===== config.mk =====
export PLATFORM = sky130hd
export DESIGN_NAME = poly_horner_seq_flat
export DESIGN_NICKNAME = d
export VERILOG_FILES = /design/src/rtl/poly_horner_seq_if.sv /design/src/rtl/poly_horner_seq.sv /design/src/flat_wrapper.sv
export SDC_FILE = /design/constraint.sdc
export NUM_CORES = 2
export LEC_CHECK = 0
export ABC_AREA = 0
export CAP_MARGIN = 20
export CORE_MARGIN = 2
export CORE_UTILIZATION = 55
export CTS_CLUSTER_SIZE = 12
export DETAILED_ROUTE_END_ITERATION = 6
export HOLD_SLACK_MARGIN = 0.1
export PLACE_DENSITY_LB_ADDON = 0.05
export SYNTH_ARGS = -nofsm -noshare
export SYNTH_HDL_FRONTEND = slang
export SYNTH_SLANG_ARGS = --single-unit

===== constraint.sdc =====
create_clock -name in_clock -period 12.9 [get_ports in_clock]
set_input_delay 2.58 -clock in_clock [delete_from_list [all_inputs] [get_ports in_clock]]
set_output_delay 2.58 -clock in_clock [all_outputs]
set_load 0.02 [all_outputs]

===== src/rtl/poly_horner_seq_if.sv =====
// -----------------------------------------------------------------------------
// poly_horner_seq_if
// Bundles the sample stream, coefficient bus and result stream of
// poly_horner_seq. The clock and reset are not part of this bundle.
//
// Handshake: a transfer happens on a rising edge where tvalid and tready are
// both 1. The producer holds tvalid and its data stable until that edge, and
// tvalid never depends combinationally on tready.
//
// Signals
//   axis_s_tvalid  upstream -> block   sample x is valid
//   axis_s_tready  block -> upstream   block can accept a sample
//   axis_s_tdata   upstream -> block   sample x, DATA_W bits, unsigned
//   in_coef        upstream -> block   c[i] at [i*DATA_W +: DATA_W]
//   axis_m_tvalid  block -> downstream result valid
//   axis_m_tready  downstream -> block result accepted
//   axis_m_tdata   block -> downstream p(x), OUT_W bits
//   dbg_state      block -> observer   current FSM state (debug only)
//
// Modports
//   slave  : the polynomial block itself
//   master : the environment that feeds samples and drains results
// -----------------------------------------------------------------------------
interface poly_horner_seq_if #(
   parameter int DATA_W = 16,
   parameter int DEGREE = 3,
   parameter int OUT_W  = 48
);
   logic                         axis_s_tvalid;
   logic                         axis_s_tready;
   logic [DATA_W-1:0]            axis_s_tdata;
   logic [(DEGREE+1)*DATA_W-1:0] in_coef;
   logic                         axis_m_tvalid;
   logic                         axis_m_tready;
   logic [OUT_W-1:0]             axis_m_tdata;
   logic [1:0]                   dbg_state;

   modport slave (
      input  axis_s_tvalid, axis_s_tdata, in_coef, axis_m_tready,
      output axis_s_tready, axis_m_tvalid, axis_m_tdata, dbg_state
   );

   modport master (
      output axis_s_tvalid, axis_s_tdata, in_coef, axis_m_tready,
      input  axis_s_tready, axis_m_tvalid, axis_m_tdata, dbg_state
   );
endinterface


===== src/rtl/poly_horner_seq.sv =====
// -----------------------------------------------------------------------------
// poly_horner_seq
// Sequential polynomial evaluator: p(x) = sum c[i]*x^i, unsigned, computed by
// Horner's rule with one multiply-add per clock.
//
// Ports
//   in_clock    sole clock, rising edge
//   in_reset_n  asynchronous active-low reset
//   bus         poly_horner_seq_if.slave (sample in, coefficients, result out)
//
// Flow: IDLE accepts a sample and snapshots x and all coefficients, CALC runs
// DEGREE Horner steps, OUT holds the result until the downstream takes it.
//
// Build option POLY_HORNER_SAT_EN: when defined, any step whose full-width
// value does not fit OUT_W bits sets a sticky overflow flag and the result is
// presented as all-ones. When undefined, every step wraps modulo 2^OUT_W.
// The port list is the same in both builds.
// -----------------------------------------------------------------------------
module poly_horner_seq #(
   parameter int DATA_W = 16,
   parameter int DEGREE = 3,
   parameter int OUT_W  = 48
) (
   input  logic              in_clock,
   input  logic              in_reset_n,
   poly_horner_seq_if.slave  bus
);

   localparam int COEF_W = (DEGREE + 1) * DATA_W;
   localparam int IDX_W  = (DEGREE < 2) ? 1 : $clog2(DEGREE + 1);

   typedef enum logic [1:0] {
      ST_IDLE = 2'd0,
      ST_CALC = 2'd1,
      ST_OUT  = 2'd2
   } state_t;

   state_t              state_q, state_d;
   logic [DATA_W-1:0]   x_q, x_d;
   logic [COEF_W-1:0]   coef_q, coef_d;
   logic [OUT_W-1:0]    acc_q, acc_d;
   logic [IDX_W-1:0]    idx_q, idx_d;

   logic                accept;
   logic                last_step;
   logic [DATA_W-1:0]   coef_sel;
   logic [OUT_W-1:0]    step_res;

   assign accept    = (state_q == ST_IDLE) && bus.axis_s_tvalid;
   assign last_step = (idx_q == '0);

   // Coefficient c[idx] from the snapshot taken at acceptance, so input bus
   // changes during CALC cannot leak into the running evaluation.
   always_comb begin
      coef_sel = '0;
      for (int i = 0; i <= DEGREE; i++) begin
         if (idx_q == IDX_W'(i)) begin
            coef_sel = coef_q[i*DATA_W +: DATA_W];
         end
      end
   end

`ifdef POLY_HORNER_SAT_EN
   // The full product-plus-addend needs OUT_W+DATA_W+1 bits; anything above
   // bit OUT_W-1 means this step did not fit.
   localparam int FULL_W = OUT_W + DATA_W + 1;

   logic [FULL_W-1:0] step_full;
   logic              step_ovf;
   logic              ovf_q, ovf_d;

   always_comb begin
      step_full = FULL_W'(acc_q) * FULL_W'(x_q) + FULL_W'(coef_sel);
      step_res  = step_full[OUT_W-1:0];
      step_ovf  = |step_full[FULL_W-1:OUT_W];
   end

   // Sticky across the whole evaluation; a new acceptance starts clean.
   always_comb begin
      ovf_d = ovf_q;
      if (accept) begin
         ovf_d = 1'b0;
      end else if ((state_q == ST_CALC) && step_ovf) begin
         ovf_d = 1'b1;
      end
   end

   always_ff @(posedge in_clock or negedge in_reset_n) begin
      if (!in_reset_n) begin
         ovf_q <= 1'b0;
      end else begin
         ovf_q <= ovf_d;
      end
   end
`else
   // Only the low OUT_W bits are kept, so the step is computed directly at
   // OUT_W width; the truncation is the intended modulo behaviour.
   always_comb begin
      step_res = acc_q * OUT_W'(x_q) + OUT_W'(coef_sel);
   end
`endif

   // ---------------- FSM: state register ----------------
   always_ff @(posedge in_clock or negedge in_reset_n) begin
      if (!in_reset_n) begin
         state_q <= ST_IDLE;
      end else begin
         state_q <= state_d;
      end
   end

   // ---------------- FSM: next state ----------------
   always_comb begin
      state_d = state_q;
      case (state_q)
         ST_IDLE: if (bus.axis_s_tvalid) state_d = ST_CALC;
         ST_CALC: if (last_step)         state_d = ST_OUT;
         ST_OUT:  if (bus.axis_m_tready) state_d = ST_IDLE;
         default:                        state_d = ST_IDLE;
      endcase
   end

   // ---------------- FSM: outputs ----------------
   // The result bus is forced to zero outside OUT so intermediate Horner
   // values are never visible on it.
   always_comb begin
      bus.axis_s_tready = (state_q == ST_IDLE);
      bus.axis_m_tvalid = (state_q == ST_OUT);
      bus.axis_m_tdata  = '0;
      bus.dbg_state     = state_q;
      if (state_q == ST_OUT) begin
         bus.axis_m_tdata = acc_q;
`ifdef POLY_HORNER_SAT_EN
         if (ovf_q) begin
            bus.axis_m_tdata = '1;
         end
`endif
      end
   end

   // ---------------- Datapath ----------------
   always_comb begin
      x_d    = x_q;
      coef_d = coef_q;
      acc_d  = acc_q;
      idx_d  = idx_q;
      if (accept) begin
         x_d    = bus.axis_s_tdata;
         coef_d = bus.in_coef;
         acc_d  = OUT_W'(bus.in_coef[DEGREE*DATA_W +: DATA_W]);
         idx_d  = IDX_W'(DEGREE - 1);
      end else if (state_q == ST_CALC) begin
         acc_d = step_res;
         if (!last_step) begin
            idx_d = idx_q - 1'b1;
         end
      end
   end

   always_ff @(posedge in_clock or negedge in_reset_n) begin
      if (!in_reset_n) begin
         x_q    <= '0;
         coef_q <= '0;
         acc_q  <= '0;
         idx_q  <= '0;
      end else begin
         x_q    <= x_d;
         coef_q <= coef_d;
         acc_q  <= acc_d;
         idx_q  <= idx_d;
      end
   end

endmodule


===== src/flat_wrapper.sv =====
// flat-port wrapper written by rule: the top's interface ports become plain ports
module poly_horner_seq_flat 
#(
   parameter int DATA_W = 16,
   parameter int DEGREE = 3,
   parameter int OUT_W  = 48
)
  (in_clock, in_reset_n, bus_axis_s_tvalid, bus_axis_s_tdata, bus_in_coef, bus_axis_m_tready, bus_axis_s_tready, bus_axis_m_tvalid, bus_axis_m_tdata, bus_dbg_state);
  poly_horner_seq_if #(.DATA_W(DATA_W), .DEGREE(DEGREE), .OUT_W(OUT_W)) bus_i ();
  input  logic in_clock;
  input  logic in_reset_n;
  input wire logic [$bits(bus_i.axis_s_tvalid)-1:0] bus_axis_s_tvalid;
  input wire logic [$bits(bus_i.axis_s_tdata)-1:0] bus_axis_s_tdata;
  input wire logic [$bits(bus_i.in_coef)-1:0] bus_in_coef;
  input wire logic [$bits(bus_i.axis_m_tready)-1:0] bus_axis_m_tready;
  output wire logic [$bits(bus_i.axis_s_tready)-1:0] bus_axis_s_tready;
  output wire logic [$bits(bus_i.axis_m_tvalid)-1:0] bus_axis_m_tvalid;
  output wire logic [$bits(bus_i.axis_m_tdata)-1:0] bus_axis_m_tdata;
  output wire logic [$bits(bus_i.dbg_state)-1:0] bus_dbg_state;
  assign bus_i.axis_s_tvalid = bus_axis_s_tvalid;
  assign bus_i.axis_s_tdata = bus_axis_s_tdata;
  assign bus_i.in_coef = bus_in_coef;
  assign bus_i.axis_m_tready = bus_axis_m_tready;
  assign bus_axis_s_tready = bus_i.axis_s_tready;
  assign bus_axis_m_tvalid = bus_i.axis_m_tvalid;
  assign bus_axis_m_tdata = bus_i.axis_m_tdata;
  assign bus_dbg_state = bus_i.dbg_state;
  poly_horner_seq #(.DATA_W(DATA_W), .DEGREE(DEGREE), .OUT_W(OUT_W)) u_core (.in_clock(in_clock), .in_reset_n(in_reset_n), .bus(bus_i));
endmodule

==> metrics.txt <==
# hold bufs at CTS=0; Core Util, Final=0.610; nets=3853; Synth area leaders=fa_1 (41%), dfrtp_1 (13%), nand2_1 (9.9%), inv_1 (9.8%), and2_1 (7.1%); total grt overflow=0; Port Buffers=135; max-cap viol count=0; Core Area=46800 um^2; Cell Rows=79; Async S/R FF share, synth=1.00; cell taking the most area after synthesis=fa_1; synth unique cells=55; setup tns final=0 ns; Clock Pin Slew Worst Setup and Hold Paths=0.06 ns; Area Overhead vs Synth=8.87%; clock latency on the worst-skew pair=0.43 ns; DP Wirelength=53600 um; gr usage total=0.317; Post-route DRC=0; share of layout cells above drive strength 1=0.0260; 1st-iter DRT viols=1463; Critical Path AT=7.52 ns; gp weighted congestion=0.916; Avg WL per Cell=19.8 um; Max Freq=138 MHz; Avg Inst Size Synth=8.46 um^2; sequential share of the synthesized area=0.126; Worst setup EP type=flip-flop; status=complete, no violations; Synth top area share=0.415; worst endpoint required time=13.18 ns; Worst-Margin Slew=1.14 ns; ANT nets after route=0; Final period util=0.562; Sink Count=132; unrepaired setup endpoints after global routing=no; Final Hold Vio Count=0; setup bufs post-CTS=0; Worst Hold Class=flip-flop to flip-flop; largest net degree at the start of global routing=97; max-slew violations=0; Final Setup Violations=0; DR pass1 iterations=5; critical path launch point type=flip-flop; H-Tree Depth=4; YS warnings=0; CTS buffer count=17; CTS tree=built; Clock Skew=0.0165 ns; CTS root buffer=clkbuf_16; Die ar.=49400 um^2; fin crit period=7.24 ns; most common flop cell mapped by yosys=dfrtp_1; die height=222 um; Post-Syn Area=26200 um^2; crit-path max FO=18; EDFF count, synth=0; WS Path Type=flip-flop to flip-flop; Die X=222 um; synthesized netlist net count=3843; antenna violations before repair=0; via count=20400; Antenna Cells=0; Post-Synthesis Cells=3097; Clock Path Buffers=2; Initial Util=0.560; IO Count=136; first-pass GRT wire length=121000 um; Slew HR=0.239; via/cell ratio=5.48; cts repair resizes=0; total length of routed wires=73700 um; vias in the first global route=22300; #FFs+latches synth=132
==> final timing paths <==
kind / start / cells after the start / slack [ns] / endpoint
worst min register to register: u_core.coef_q[32]$_DFFE_PN0P_ / 2 / 0.47 / u_core.coef_q[32]$_DFFE_PN0P_
worst max-delay path: u_core.idx_q[1]$_DFFE_PN0P_ / 25 / 5.66 / u_core.acc_q[42]$_DFFE_PN0P_
worst min-delay path: u_core.coef_q[32]$_DFFE_PN0P_ / 2 / 0.47 / u_core.coef_q[32]$_DFFE_PN0P_
max in group asynchronous: in_reset_n / 2 / 9.42 / u_core.x_q[4]$_DFFE_PN0P_
worst max register to register: u_core.idx_q[1]$_DFFE_PN0P_ / 25 / 5.66 / u_core.acc_q[42]$_DFFE_PN0P_
min in group asynchronous: in_reset_n / 1 / 2.20 / u_core.coef_q[11]$_DFFE_PN0P_
==> Yosys cell counts (3+ instances only) <==
library cell / count
nand2_1: 694
inv_1: 685
fa_1: 543
and2_1: 299
clkbuf_1: 169
dfrtp_1: 132
ha_1: 119
a21oi_1: 94
o21ai_0: 68
nor2_1: 58
xnor2_1: 45
a21o_1: 24
xor2_1: 23
a22oi_1: 16
nand3_1: 15
nor3_1: 10
nand4_1: 9
a31oi_1: 6
mux2i_1: 5
nand2b_1: 5
nor2b_1: 5
o21bai_1: 5
a22o_1: 4
o211ai_1: 4
o21a_1: 4
o21ai_1: 4
o31a_1: 4
o31ai_1: 4
a211oi_1: 3
and3_1: 3
buf_1: 3
nor3b_1: 3
o311a_1: 3
==> worst max-delay path, stage by stage, from the launching register on <==
cell,delay [ns]
dfrtp_1,0.39
inv_1,0.08
ha_1,0.41
nor2b_1,0.93
a22oi_1,0.22
nor2_1,0.17
a21oi_1,0.07
nor2_1,0.19
a21oi_1,0.09
fa_1,0.55
inv_1,0.05
fa_1,0.48
fa_1,0.55
inv_1,0.05
fa_1,0.48
inv_1,0.04
ha_1,0.35
o21a_1,0.14
nor2_1,0.04
a21oi_1,0.21
nand2_1,0.16
o41ai_2,0.42
a21oi_1,0.26
o41ai_1,0.51
xnor2_1,0.18
o21ai_1,0.08
==> state kept, by name, indices dropped and copies added (netlist names) <==
register / count
u_core.acc_q: 48
u_core.bus.dbg_state: 2
u_core.coef_q: 64
u_core.idx_q: 2
u_core.x_q: 16
==> per-layer routing <==
layer / global-route usage / routed length [um] / vias up
met4: 0.0830 / 1890 / 0
met3: 0.0586 / 5270 / 122
met5: 0 / 0 / -
met1: 0.424 / 30900 / 10500
li1: - / - / 9022
met2: 0.534 / 35600 / 742
==> cells in the final DEF (no fill, tap or decap), types with 28 or more instances in the layout <==
master | Yosys | routed
fa_1 | 543 | 543
a21oi_1 | 94 | 94
clkdlybuf4s50_1 | 0 | 134
inv_1 | 685 | 685
o21ai_0 | 68 | 68
dfrtp_1 | 132 | 127
nor2_1 | 58 | 57
ha_1 | 119 | 119
and2_1 | 299 | 298
xnor2_1 | 45 | 45
buf_4 | 0 | 28
nand2_1 | 694 | 693
==> logic make-up (layout without fill, tap and decap cells) <==
| group | Yosys count | after routing | synth area share |
|---|---|---|---|
| AND/OR/NAND/NOR | 1110 | 1110 | 0.193 |
| buffers and inverters | 859 | 882 | 0.123 |
| adder cells (fa/ha/maj) | 662 | 662 | 0.472 |
| AO/OA/AOI/OAI | 261 | 261 | 0.0618 |
| flip-flops | 132 | 132 | 0.126 |
| XOR/XNOR | 68 | 68 | 0.0227 |
| multiplexers | 5 | 5 | 0.00191 |
==> layout make-up <==
cell class,count,area [um^2]
clock buffers,19,433
clock inverters,13,140
fillers,4187,18200
inverters,685,2570
multi-input cells,2106,19700
flip-flops and latches,132,3310
well taps,607,759
repair buffers,165,1620
==> per-stage QoR <==
stage	area [um^2]	worst slack, ns	hold WS (ns)	cells
2_1_floorplan	26200	6.56	0.446	3097
3_3_place_gp	27900	5.93	0.459	3693
3_5_place_dp	27900	5.67	0.463	3693
4_1_cts	28500	5.67	0.478	3725
5_1_grt	28500	5.15	0.499	3727
6_report	28500	5.66	0.474	3727
Power is left out: the tool's default activity adds up to more than one toggle a clock period on the data nets, which glitch-free logic cannot reach.
